$ cat src/rtl/fast_pkg.sv
// Shared constants and the circular-run helper for the FAST segment test.
package fast_pkg;

    localparam int unsigned N_PTS = 16;
    localparam int unsigned IDX_W = 4;

    localparam logic POL_DARK   = 1'b0;
    localparam logic POL_BRIGHT = 1'b1;

    // Bit s of the result is set when vec holds len ones starting at s, wrapping past point 15.
    function automatic logic [N_PTS-1:0] circ_run(input logic [N_PTS-1:0] vec,
                                                  input int unsigned len);
        logic [N_PTS-1:0] hit;
        logic [IDX_W-1:0] idx;
        for (int unsigned s = 0; s < N_PTS; s++) begin
            hit[s] = 1'b1;
            for (int unsigned k = 0; k < N_PTS; k++) begin
                idx = IDX_W'((s + k) % N_PTS);
                if (k < len) hit[s] = hit[s] & vec[idx];
            end
        end
        return hit;
    endfunction

endpackage

$ cat src/rtl/fast_arc_run.sv
// Registered circular-run detector: one class vector in, hit vector and any-hit out.
module fast_arc_run
    import fast_pkg::*;
#(
    parameter int unsigned ARC_LEN = 9
) (
    input  logic             clk,
    input  logic             rst,
    input  logic             ce,
    input  logic [N_PTS-1:0] vec,
    output logic [N_PTS-1:0] hit,
    output logic             any
);

    always_ff @(posedge clk) begin
        if (rst) begin
            hit <= '0;
        end else if (ce) begin
            hit <= circ_run(vec, ARC_LEN);
        end
    end

    assign any = |hit;

endmodule

$ cat src/rtl/fast_arc_detector.sv
// FAST segment test for one candidate pixel, fixed 4 ce-cycle latency.
// Define FAST_SCORE_EN to add the corner score output and its adder tree.
module fast_arc_detector
    import fast_pkg::*;
#(
    parameter int unsigned PIX_W   = 8,
    parameter int unsigned ARC_LEN = 9
) (
    input  logic                   clk,
    input  logic                   rst,
    input  logic                   ce,
    input  logic                   in_valid,
    input  logic [PIX_W-1:0]       centre,
    input  logic [N_PTS*PIX_W-1:0] circle,
    input  logic [PIX_W-1:0]       thr,
    output logic                   out_valid,
    output logic                   corner,
    output logic                   polarity,
    output logic [IDX_W-1:0]       arc_start
`ifdef FAST_SCORE_EN
    ,
    output logic [PIX_W+3:0]       score
`endif
);

    if (ARC_LEN < 1 || ARC_LEN > N_PTS) begin : g_bad_arc_len
        $error("fast_arc_detector: ARC_LEN must be in 1..16");
    end

    // ---------------- S1: classify ----------------
    logic [PIX_W:0]     hi, lo;
    logic               lo_ok;
    logic [N_PTS-1:0]   bright_d, dark_d, bright_q, dark_q;
    logic               v1, v2, v3;

    assign hi    = {1'b0, centre} + {1'b0, thr};
    assign lo    = {1'b0, centre} - {1'b0, thr};
    assign lo_ok = (centre >= thr);

    always_comb begin
        bright_d = '0;
        dark_d   = '0;
        for (int i = 0; i < N_PTS; i++) begin
            // hi above the pixel range makes every compare false, so no extra guard is needed
            bright_d[i] = {1'b0, circle[i*PIX_W +: PIX_W]} > hi;
            dark_d[i]   = lo_ok && ({1'b0, circle[i*PIX_W +: PIX_W]} < lo);
        end
    end

    always_ff @(posedge clk) begin
        if (rst) begin
            v1       <= 1'b0;
            v2       <= 1'b0;
            v3       <= 1'b0;
            bright_q <= '0;
            dark_q   <= '0;
        end else if (ce) begin
            v1       <= in_valid;
            v2       <= v1;
            v3       <= v2;
            bright_q <= bright_d;
            dark_q   <= dark_d;
        end
    end

    // ---------------- S2: run detect ----------------
    logic [N_PTS-1:0] hit_b, hit_d;
    logic             any_b, any_d;

    fast_arc_run #(.ARC_LEN(ARC_LEN)) u_run_bright (
        .clk (clk),
        .rst (rst),
        .ce  (ce),
        .vec (bright_q),
        .hit (hit_b),
        .any (any_b)
    );

    fast_arc_run #(.ARC_LEN(ARC_LEN)) u_run_dark (
        .clk (clk),
        .rst (rst),
        .ce  (ce),
        .vec (dark_q),
        .hit (hit_d),
        .any (any_d)
    );

    // ---------------- S3: select ----------------
    logic [N_PTS-1:0] hit_sel;
    logic [IDX_W-1:0] start_d, start3;
    logic             corner3, pol3;

    assign hit_sel = any_b ? hit_b : hit_d;

    always_comb begin
        start_d = '0;
        for (int s = N_PTS - 1; s >= 0; s--) begin
            if (hit_sel[s]) start_d = IDX_W'(s);
        end
    end

    always_ff @(posedge clk) begin
        if (rst) begin
            corner3 <= 1'b0;
            pol3    <= POL_DARK;
            start3  <= '0;
        end else if (ce) begin
            corner3 <= any_b | any_d;
            pol3    <= any_b ? POL_BRIGHT : POL_DARK;
            start3  <= start_d;
        end
    end

    // ---------------- S4: outputs ----------------
    always_ff @(posedge clk) begin
        if (rst) begin
            out_valid <= 1'b0;
            corner    <= 1'b0;
            polarity  <= 1'b0;
            arc_start <= '0;
        end else if (ce) begin
            out_valid <= v3;
            corner    <= v3 & corner3;
            polarity  <= v3 & corner3 & pol3;
            arc_start <= (v3 && corner3) ? start3 : '0;
        end
    end

`ifdef FAST_SCORE_EN
    // One extra bit over the score width so saturation can be detected after the final add.
    localparam int unsigned SUM_W = PIX_W + 5;

    logic [PIX_W-1:0] mb_d [N_PTS];
    logic [PIX_W-1:0] md_d [N_PTS];
    logic [PIX_W-1:0] mb_q [N_PTS];
    logic [PIX_W-1:0] md_q [N_PTS];
    logic [SUM_W-1:0] pb_d [2];
    logic [SUM_W-1:0] pd_d [2];
    logic [SUM_W-1:0] pb_q [2];
    logic [SUM_W-1:0] pd_q [2];
    logic [SUM_W-1:0] tot_sel;
    logic [PIX_W+3:0] score3;

    always_comb begin
        for (int i = 0; i < N_PTS; i++) begin
            mb_d[i] = bright_d[i] ? circle[i*PIX_W +: PIX_W] - hi[PIX_W-1:0] : '0;
            md_d[i] = dark_d[i] ? lo[PIX_W-1:0] - circle[i*PIX_W +: PIX_W] : '0;
        end
    end

    always_comb begin
        pb_d[0] = '0;
        pb_d[1] = '0;
        pd_d[0] = '0;
        pd_d[1] = '0;
        for (int i = 0; i < N_PTS / 2; i++) begin
            pb_d[0] = pb_d[0] + SUM_W'(mb_q[i]);
            pb_d[1] = pb_d[1] + SUM_W'(mb_q[i+N_PTS/2]);
            pd_d[0] = pd_d[0] + SUM_W'(md_q[i]);
            pd_d[1] = pd_d[1] + SUM_W'(md_q[i+N_PTS/2]);
        end
    end

    always_comb begin
        tot_sel = '0;
        if (any_b)      tot_sel = pb_q[0] + pb_q[1];
        else if (any_d) tot_sel = pd_q[0] + pd_q[1];
    end

    always_ff @(posedge clk) begin
        if (rst) begin
            for (int i = 0; i < N_PTS; i++) begin
                mb_q[i] <= '0;
                md_q[i] <= '0;
            end
            pb_q[0] <= '0;
            pb_q[1] <= '0;
            pd_q[0] <= '0;
            pd_q[1] <= '0;
            score3  <= '0;
            score   <= '0;
        end else if (ce) begin
            for (int i = 0; i < N_PTS; i++) begin
                mb_q[i] <= mb_d[i];
                md_q[i] <= md_d[i];
            end
            pb_q[0] <= pb_d[0];
            pb_q[1] <= pb_d[1];
            pd_q[0] <= pd_d[0];
            pd_q[1] <= pd_d[1];
            score3  <= tot_sel[SUM_W-1] ? '1 : tot_sel[PIX_W+3:0];
            score   <= (v3 && corner3) ? score3 : '0;
        end
    end
`endif

endmodule

$ cat config.mk
export PLATFORM = sky130hd
export DESIGN_NAME = fast_arc_detector
export DESIGN_NICKNAME = d
export VERILOG_FILES = /design/src/rtl/fast_pkg.sv /design/src/rtl/fast_arc_run.sv /design/src/rtl/fast_arc_detector.sv
export SDC_FILE = /design/constraint.sdc
export NUM_CORES = 1
export LEC_CHECK = 0
export ABC_CLOCK_PERIOD_IN_PS = 3900
export CORE_MARGIN = 3
export CORE_UTILIZATION = 40
export CTS_BUF_LIST = sky130_fd_sc_hd__clkbuf_8
export DETAILED_ROUTE_END_ITERATION = 8
export HOLD_SLACK_MARGIN = 0.12
export REMOVE_ABC_BUFFERS = 1
export SYNTH_ARGS = -nofsm -noshare
export SYNTH_HDL_FRONTEND = slang
export SYNTH_HIERARCHICAL = 1
export SYNTH_SLANG_ARGS = --single-unit
$ cat constraint.sdc
create_clock -name clk -period 3.9 [get_ports clk]
set_input_delay 0.78 -clock clk [delete_from_list [all_inputs] [get_ports clk]]
set_output_delay 0.78 -clock clk [all_outputs]
set_load 0.005 [all_outputs]
==> metrics.md, run 1 <==
| Metric | Value |
|---|---|
| Crit path buffers/inverters | `3` |
| CP peak stage delay | `0.53 ns` |
| Min-Delay Path Class | `reg -> reg` |
| Die height | `157.5 um` |
| Layout net count | `1,654` |
| Async SR Flop Fraction | `0%` |
| # fillers | `2,112` |
| Crit path time final | `3.598 ns` |
| Placed Cells | `1,517` |
| CTS tree | `built` |
| Power Density | `311.6 nW/um^2` |
| Family with the most delay on the worst path | `compound AO/OA/AOI/OAI gates` |
| Grt ovf | `0` |
| Cells along the critical path | `clkdlybuf4s50_1 -> inv_1 -> ha_1 -> nand2b_1 -> a21oi_1 -> o21ai_0 -> a31oi_1 -> xor2_1 -> buf_4 -> ha_1 -> a2111oi_0 -> nand2_1 -> a31oi_1 -> o31ai_1` |
| RSZ-0062 raised after global routing | `no` |
| Synth top area cells | `ha_1, dfxtp_1, nand2_1` |
| Worst-margin pin slew | `0.7330 ns` |
| Post-synth EDFFs | `0` |
| Clock-pin slew on the worst setup and hold paths | `0.09 ns` |
| Port Buffer Count | `154` |
| Htree depth | `3` |
| Seq pwr share | `24.5%` |
| Dpl hpwl | `24,040 um` |
| Largest net degree at the start of global routing | `35` |
| Setup TNS | `0 ns` |
| Max-Slew Margin vs Limit | `50.99%` |
| Crit. End Element | `register` |
| Vias in the first global route | `8,817` |
| WL per Instance | `19.34 um` |
| Placeable Area | `22,160 um^2` |
| First-pass GRT wire length | `46,740 um` |
| Crit-path slowest cell | `clkdlybuf4s50_1` |
| Number of remaining DRC errors | `0` |
| Post-CTS Setup Inserts | `0` |
| TritonRoute pass-1 iters | `5` |
| Switch share | `41.24%` |
| Mapped Area | `9184 um^2` |
| VDD IR max | `131.9 uV` |
| Crit Path Category | `in -> reg` |
| Outcome | `complete, no violations` |
| Main flop type after synthesis | `dfxtp_1` |
| Routability congestion estimate | `0.9660` |
| Most common cell in the synthesized netlist | `ha_1` |
| Net Sw Power | `1.516 mW` |
| Synth warnings | `6` |
| Chip width | `157.5 um` |
| CP required | `4.15 ns` |
| Max-slew violation count | `0` |
| Critical path launch point type | `primary input` |
| Clk root buf | `clkbuf_8` |
| Register area share after synthesis | `17.44%` |
| Setup Skew | `0.01053 ns` |
| Clk_lat worst skew | `0.37 ns` |
| Mapped Cells | `1,038` |
| ANT nets after route | `0` |
| Initial Util | `41.44%` |
| Worst Path Arrival | `3.85 ns` |
| Final core occ | `53.23%` |
| Max Cap Viol | `0` |
| Final hold vios | `0` |
| Reg area | `1602 um^2` |
| # diodes | `0` |
| Synth cell count leaders | `ha_1, nand2_1, dfxtp_1, a21oi_1, nor2_1` |
| Internal | `2.160 mW` |
| Combinational group share of total power | `57.3%` |
| GRT Util Overall | `23.91%` |
| Setup Viol. Count Final | `0` |
| Clock Sink Count | `80` |
| Top-area cell type share of the netlist area | `34.88%` |
| Final Cycle Share | `92.25%` |
| Synth-to-Final Area Change | `28.45%` |
| Non-filler instance count after layout | `1,533` |
| Area of the multi-input gates | `7332 um^2` |
| I/O Pins | `155` |
| CTS Buf Count | `9` |
| Clock power share | `18.2%` |
| Synthesized area per cell | `8.848 um^2` |
| Drt via density | `5.827` |
| Initial antenna violation count | `0` |
| Yosys cell types | `63` |
| Max Fclk | `0.2779 GHz` |
| Via count | `8,933` |
| Layout cells sized above 1 | `9.258%` |
| Clock Tree Buf Depth | `2` |
| Total wire length | `29,660 um` |
| Seq cells post-synth | `80` |
| CP max FO | `11` |
| Post-synth top area cell | `ha_1` |
| Die ar. | `24,810 um^2` |
| Drt initial violations | `471` |
| P_leak | `5.074 nW` |
| # rows | `54` |
[cell families (layout without fill, tap and decap cells)]
kind of cell    after synthesis  count (layout)  share of synthesized area (%)
compound gates              338             338                          26.81
xor+xnor                     11              11                          1.049
fa+ha+maj                   258             258                          35.31
buf+inv                      67             282                          3.392
flops                        80              80                          17.44
mux                           7               7                         0.7630
simple gates                277             277                          15.23
[path summary, 6_finish.rpt]
kind                                      to  cells past startpoint                 from  slack (ns)
worst min-delay path            arc_start[2]                      2         arc_start[2]        0.47
worst min register to register  arc_start[2]                      2         arc_start[2]        0.47
worst max-delay path             bright_q[9]                     14               thr[1]        0.30
worst max register to register     start3[1]                      8  u_run_bright/hit[1]        1.15
[flip-flops by register name (all words and copies together), names as in the netlist]
name / count
arc_start: 4
bright_q: 16
corner: 1
corner3: 1
dark_q: 16
out_valid: 1
pol3: 1
polarity: 1
start3: 4
u_run_bright/hit: 16
u_run_dark/hit: 16
v1: 1
v2: 1
v3: 1
[per-stage QoR]
stage	instance area, um^2	hold WS, ns	total power, mW	setup slack [ns]
floorplan	9026	0.4259	2.115	0.2940
global placement	11580	0.4393	2.964	-0.03750
detailed placement	11580	0.4517	3.003	-0.1502
CTS	11790	0.4696	3.683	0.2506
global route	11800	0.4881	4.002	0.03186
finish	11800	0.4658	3.676	0.3022
[cell type report]
class	instances	area share (%)
multi-input combinational	891	62.16
timing repair buffer	225	18.22
sequential	80	13.58
tap	280	2.970
inverter	41	1.305
clock buffer	9	1.050
clock inverter	7	0.7213
[cells in the final DEF (no fill, tap or decap), drive strengths merged, types with 6 or more instances in the layout]
cell and instances:
o31ai 23, a21boi 16, clkdlybuf4s50 154, mux2i 7, a211oi 36, ha 256, o211ai 16, a21o 17
o21ai 36, nor3 15, nand2 108, nand3 12, dfxtp 80, o22ai 18, a31oi 18, nand2b 14
or3b 6, a22o 6, a21oi 54, clkbuf 9, nor2 43, nor4 12, xor2 7, a2111oi 17
inv 45, and2 8, a32o 20, o21a 33, o2111ai 16, nand4 37, buf 71
[metal layers]
metal	up-vias	track usage (%)	part of all wire (%)	routed length, um
met5	-	0	0	0
met4	0	4.669	1.8	520
met3	36	3.519	3.8	1117
met2	209	39.41	46	13750
met1	4174	33.39	48	14270
li1	4514	-	-	-
[power by group through the flow]
stage | Clock (mW) | Combinational (mW) | Sequential, mW
6_report | 0.668 | 2.11 | 0.902
3_3_place_gp | 0 | 2.04 | 0.920
3_5_place_dp | 0 | 2.08 | 0.921
4_1_cts | 0.686 | 2.10 | 0.902
5_1_grt | 0.722 | 2.37 | 0.907
2_1_floorplan | 0 | 1.22 | 0.894
[tightest hold or removal path, stage by stage (launching register included)]
cell and delay [ns]:
dfxtp_1 0.32, nand2_1 0.06, a21oi_1 0.05
[repair_timing]
action,CTS,global route
gates resized for setup,0,2
hold endpoints to repair,0,0
hold buffers,0,0
endpoints found under the setup margin,0,1
Note: power is estimated with default switching activity, not from simulation.
==> run 2, diff against run 1 <==
--- a/config.mk
+++ b/config.mk
@@ -10,6 +10,7 @@
 export CORE_UTILIZATION = 40
 export CTS_BUF_LIST = sky130_fd_sc_hd__clkbuf_8
 export DETAILED_ROUTE_END_ITERATION = 8
+export DONT_BUFFER_PORTS = 1
 export HOLD_SLACK_MARGIN = 0.12
 export REMOVE_ABC_BUFFERS = 1
 export SYNTH_ARGS = -nofsm -noshare
==> run 2 against run 1 <==
Compared with the run above: die area stayed put; clock-buffer cell count did not move; sequential power barely moved; register-to-register slack improved by 0.54 ns; worst setup slack better by 0.41 ns; largest cell class unchanged; fmax up 13%; global-route usage is 0.92 points lower; sequential cell count unchanged; design area fell by 16%.
==> metrics.md, run 2 (synthesized netlist as in run 1, its figures left out) <==
| Metric | Value |
|---|---|
| Clock Sink Count | `80` |
| Routability congestion estimate | `0.8966` |
| Max-slew violation count | `0` |
| TritonRoute pass-1 iters | `5` |
| Max-Slew Margin vs Limit | `36.48%` |
| Setup Viol. Count Final | `0` |
| Port Buffer Count | `0` |
| CTS Buf Count | `9` |
| Power Density | `339.9 nW/um^2` |
| Chip width | `157.5 um` |
| Crit-path slowest cell | `a2111oi_0` |
| Total wire length | `28,400 um` |
| Critical path launch point type | `primary input` |
| Layout cells sized above 1 | `7.540%` |
| Clk root buf | `clkbuf_8` |
| Crit Path Category | `in -> reg` |
| Final Cycle Share | `81.85%` |
| Grt ovf | `0` |
| CP required | `4.13 ns` |
| Via count | `8,239` |
| Placeable Area | `22,160 um^2` |
| CTS tree | `built` |
| Worst R2R Start | `u_run_bright/hit[6]` |
| RSZ-0062 raised after global routing | `no` |
| GRT Util Overall | `22.99%` |
| Final WS setup | `0.7079 ns` |
| Initial antenna violation count | `0` |
| Flop2flop setup slack | `1.69 ns` |
| Dpl hpwl | `22,520 um` |
| WL per Instance | `21.18 um` |
| Drt initial violations | `558` |
| Clock-pin slew on the worst setup and hold paths | `0.08 ns` |
| Setup Skew | `0.01422 ns` |
| Clock Tree Buf Depth | `2` |
| # rows | `54` |
| Setup TNS | `0 ns` |
| Stages on worst setup path | `13` |
| Die height | `157.5 um` |
| Number of remaining DRC errors | `0` |
| Post-CTS Setup Inserts | `0` |
| # diodes | `0` |
| Crit path time final | `3.192 ns` |
| Max Fclk | `0.3133 GHz` |
| CP max FO | `8` |
| I/O Pins | `155` |
| Worst reg2reg path depth | `8` |
| Hold_buf cts | `0` |
| Clk_lat worst skew | `0.37 ns` |
| P_leak | `4.280 nW` |
| Initial Util | `41.44%` |
| Layout net count | `1,462` |
| Synth-to-Final Area Change | `8.256%` |
| ANT nets after route | `0` |
| Critical path destination | `bright_q[12]` |
| Reg-to-reg endpoint | `start3[1]` |
| Crit. End Element | `register` |
| Max Cap Viol | `0` |
| Min-Delay Path Class | `reg -> reg` |
| VDD IR max | `138.3 uV` |
| Die ar. | `24,810 um^2` |
| Cells along the critical path | `inv_1 -> ha_1 -> nand2b_1 -> a21oi_1 -> o21ai_0 -> a31oi_1 -> xor2_2 -> buf_4 -> ha_1 -> a2111oi_0 -> nand2_1 -> a31oi_1 -> o31ai_1` |
| Vias in the first global route | `8,273` |
| Worst-margin pin slew | `0.9518 ns` |
| Crit path buffers/inverters | `2` |
| Worst Path Arrival | `3.43 ns` |
| Outcome | `complete, no violations` |
| Drt via density | `6.144` |
| CP peak stage delay | `0.47 ns` |
| Most frequent cells in the layout | `ha_1, nand2_1, dfxtp_1` |
| Htree depth | `3` |
| First-pass GRT wire length | `44,940 um` |
| Post-CTS Resized | `0` |
| Family with the most delay on the worst path | `compound AO/OA/AOI/OAI gates` |
| Final hold vios | `0` |
| Worst Setup SP | `thr[1]` |
| Final core occ | `44.86%` |
| Commonest non-fill, non-tap cell in the layout | `ha_1` |
| Largest net degree at the start of global routing | `38` |
| Place WS | `0.3269 ns` |
## run 2: changes by cell type in the layout (fill, tap and decap cells not counted)
cell	delta
a2111oi_0	+1
clkdlybuf4s50_1	-154
inv_6	-1
inv_1	+1
a2111oi_2	-1
inv_8	-2
xor2_2	+4
bufinv_16	+1
clkinv_4	+1
buf_12	-5
buf_4	-33
xor2_1	-4
## run 2: worst min path at each step
| stage | endpoint | start | depth (start not counted) | slack (ns) |
|---|---|---|---|---|
| floorplan | start3[2] | start3[2] | 2 | 0.43 |
| global route | arc_start[3] | rst | 1 | 0.46 |
| global placement | start3[2] | start3[2] | 2 | 0.45 |
| CTS | start3[1] | rst | 1 | 0.46 |
| finish | start3[3] | start3[3] | 2 | 0.47 |
| detailed placement | start3[3] | start3[3] | 2 | 0.45 |
## run 2: area by class of cell
class                           count  area, um^2
Fill cell                        2205       12220
Multi-Input combinational cell    891        7356
Sequential cell                    80        1602
Tap cell                          280       350.3
Timing Repair Buffer               33       260.3
Inverter                           41       153.9
Clock buffer                        9       123.9
Clock inverter                      7       96.34
## run 2: where the power goes
part           switching [mW]  internal, mW  total, mW
clock                   0.330         0.362      0.691
combinational            1.01         0.774       1.79
sequential             0.0472         0.853      0.900
total                    1.39          1.99       3.38
## run 2: worst min-delay path: stages, from the launching register on
cell,delay (ns)
dfxtp_1,0.32
nand2_1,0.06
a21oi_1,0.05
## run 2: metal layers
layer,vias to the layer above,share of wire (%),track usage (%)
li1,4122,-,-
met1,3873,46,30.58
met2,206,46,37.61
met3,38,6.7,5.829
met4,0,1.6,5.165
met5,-,0,0
## run 2: per-stage QoR
step / hold slack (ns) / area, um^2 / power, mW / std cells
final: 0.4679 / 9942 / 3.380 / 1341
after global placement: 0.4474 / 9722 / 2.639 / 1325
after CTS: 0.4620 / 9942 / 3.385 / 1341
after global routing: 0.4565 / 9942 / 3.689 / 1341
after detailed placement: 0.4548 / 9722 / 2.688 / 1325
after floorplan: 0.4259 / 9026 / 2.115 / 1012
==> run 3, diff against run 2 <==
--- a/config.mk
+++ b/config.mk
@@ -5,7 +5,7 @@
 export SDC_FILE = /design/constraint.sdc
 export NUM_CORES = 1
 export LEC_CHECK = 0
-export ABC_CLOCK_PERIOD_IN_PS = 3900
+export ABC_CLOCK_PERIOD_IN_PS = 3200
 export CORE_MARGIN = 3
 export CORE_UTILIZATION = 40
 export CTS_BUF_LIST = sky130_fd_sc_hd__clkbuf_8
==> constraint.sdc (replaced) <==
create_clock -name clk -period 3.2 [get_ports clk]
set_input_delay 0.64 -clock clk [delete_from_list [all_inputs] [get_ports clk]]
set_output_delay 0.64 -clock clk [all_outputs]
set_load 0.005 [all_outputs]
==> run 3 against run 2 <==
Compared with the run above: critical endpoint is now bright_q[1]; first-iteration DRC count fell by 13%; combinational power increased by 34%; final cell count increased by 2.8%; clock-buffer cell count grew 1; global-route usage down 0.68 points; register-to-register slack worse by 0.69 ns; design area is 4.2% higher; sequential power grew 22%; non-clock buffer count increased by 38.
==> metrics.md, run 3 (synthesized netlist as in run 1, its figures left out) <==
| Metric | Value |
|---|---|
| Place WS | `-0.4101 ns` |
| Total wire length | `28,160 um` |
| Outcome | `complete, no violations` |
| Power Density | `408.4 nW/um^2` |
| Layout cells sized above 1 | `11.74%` |
| Max-Slew Margin vs Limit | `22.92%` |
| Crit. End Element | `register` |
| Clock-pin slew on the worst setup and hold paths | `0.09 ns` |
| Hold_buf cts | `0` |
| CP required | `3.42 ns` |
| Dpl hpwl | `22,990 um` |
| GRT Util Overall | `22.31%` |
| Vias in the first global route | `8,294` |
| Clk_lat worst skew | `0.37 ns` |
| Critical path launch point type | `primary input` |
| Final Cycle Share | `94.74%` |
| Layout net count | `1,500` |
| Synth-to-Final Area Change | `12.78%` |
| CP max FO | `5` |
| Most frequent cells in the layout | `ha_1, nand2_1, dfxtp_1` |
| CTS tree | `built` |
| Number of remaining DRC errors | `0` |
| Placeable Area | `22,160 um^2` |
| Non-filler instance count after layout | `1,379` |
| Max-slew violation count | `0` |
| Setup Viol. Count Final | `0` |
| Worst Setup SP | `thr[1]` |
| I/O Pins | `155` |
| Placed Cells | `1,363` |
| ANT nets after route | `0` |
| Clk root buf | `clkbuf_8` |
| Htree depth | `3` |
| Initial Util | `41.44%` |
| Worst R2R Start | `u_run_bright/hit[9]` |
| Max Fclk | `0.3298 GHz` |
| Initial antenna violation count | `0` |
| VDD IR max | `167.1 uV` |
| Final WS setup | `0.1683 ns` |
| # diodes | `0` |
| Final hold vios | `0` |
| Hold path start | `rst` |
| # rows | `54` |
| Setup TNS | `0 ns` |
| Via count | `8,430` |
| Routability congestion estimate | `0.8743` |
| Port Buffer Count | `0` |
| Worst Path Arrival | `3.25 ns` |
| Setup Skew | `0.01113 ns` |
| Pwr Total | `4.230 mW` |
| First-pass GRT wire length | `43,550 um` |
| Min-Delay Path Class | `in -> reg` |
| Clock Sink Count | `80` |
| Commonest non-fill, non-tap cell in the layout | `ha_1` |
| Max Cap Viol | `0` |
| Chip width | `157.5 um` |
| P_leak | `4.487 nW` |
| Crit path time final | `3.032 ns` |
| Worst-margin pin slew | `1.153 ns` |
| Hold slack | `0.3362 ns` |
| Drt initial violations | `485` |
| CTS Buf Count | `9` |
| Clock Tree Buf Depth | `2` |
| Crit Path Category | `in -> reg` |
| Die height | `157.5 um` |
| Drt via density | `6.113` |
| Die ar. | `24,810 um^2` |
| TritonRoute pass-1 iters | `5` |
| Grt ovf | `0` |
| WL per Instance | `20.42 um` |
| Largest net degree at the start of global routing | `38` |
run 3: cell types whose count changed in the layout (fill, tap and decap cells not counted), sizes merged:
cell	before	now
clkbuf	9	10
buf	33	71
clkinv	1	0
clkinvlp	2	3
inv	43	44
bufinv	2	0
run 3: path summary, 6_finish.rpt:
kind                  end  slack, ns  cells after the start
max           bright_q[1]       0.17                     13
min          arc_start[3]       0.34                      1
min reg2reg     start3[3]       0.46                      2
max reg2reg     start3[1]       1.00                      8
run 3: area by class of cell:
| cell class | count | area [um^2] |
|---|---|---|
| flip-flops and latches | 80 | 1602 |
| well taps | 280 | 350.3 |
| clock inverters | 6 | 48.80 |
| repair buffers | 71 | 633.1 |
| clock buffers | 10 | 137.6 |
| inverters | 41 | 153.9 |
| multi-input cells | 891 | 7432 |
| fillers | 2194 | 11800 |
run 3: worst max-delay path: stages:
cell	delay [ns]
inv_1	0.03
ha_1	0.30
nand2b_1	0.17
a21oi_2	0.15
o21ai_0	0.13
a31oi_1	0.30
xor2_2	0.26
buf_4	0.21
ha_1	0.26
a2111oi_2	0.41
nand2_1	0.11
a31oi_2	0.20
o31ai_1	0.08
run 3: routing by layer:
metal / GRT usage (%) / share of wire [%]
met1: 28.21 / 44
met2: 37.12 / 47
met3: 5.994 / 6.8
met4: 6.942 / 2.7
met5: 0 / 0
run 3: power breakdown:
| group | internal (mW) | switching (mW) | leakage [nW] |
|---|---|---|---|
| clock | 0.311 | 0.421 | 0.0859 |
| combinational | 1.12 | 1.28 | 3.75 |
| sequential | 1.04 | 0.0582 | 0.648 |
run 3: per-stage QoR:
step	cell area, um^2	utilization, %
finish	10360	46.74
global route	10360	46.74
CTS	10290	46.44
detailed placement	10090	45.55
global placement	10090	45.55
floorplan	9026	-
run 3: timing repair:
item / CTS / global route
pin swaps: 0 / 1
setup endpoints to repair: 1 / 11
buffers inserted: 0 / 0
resized for setup: 2 / 21
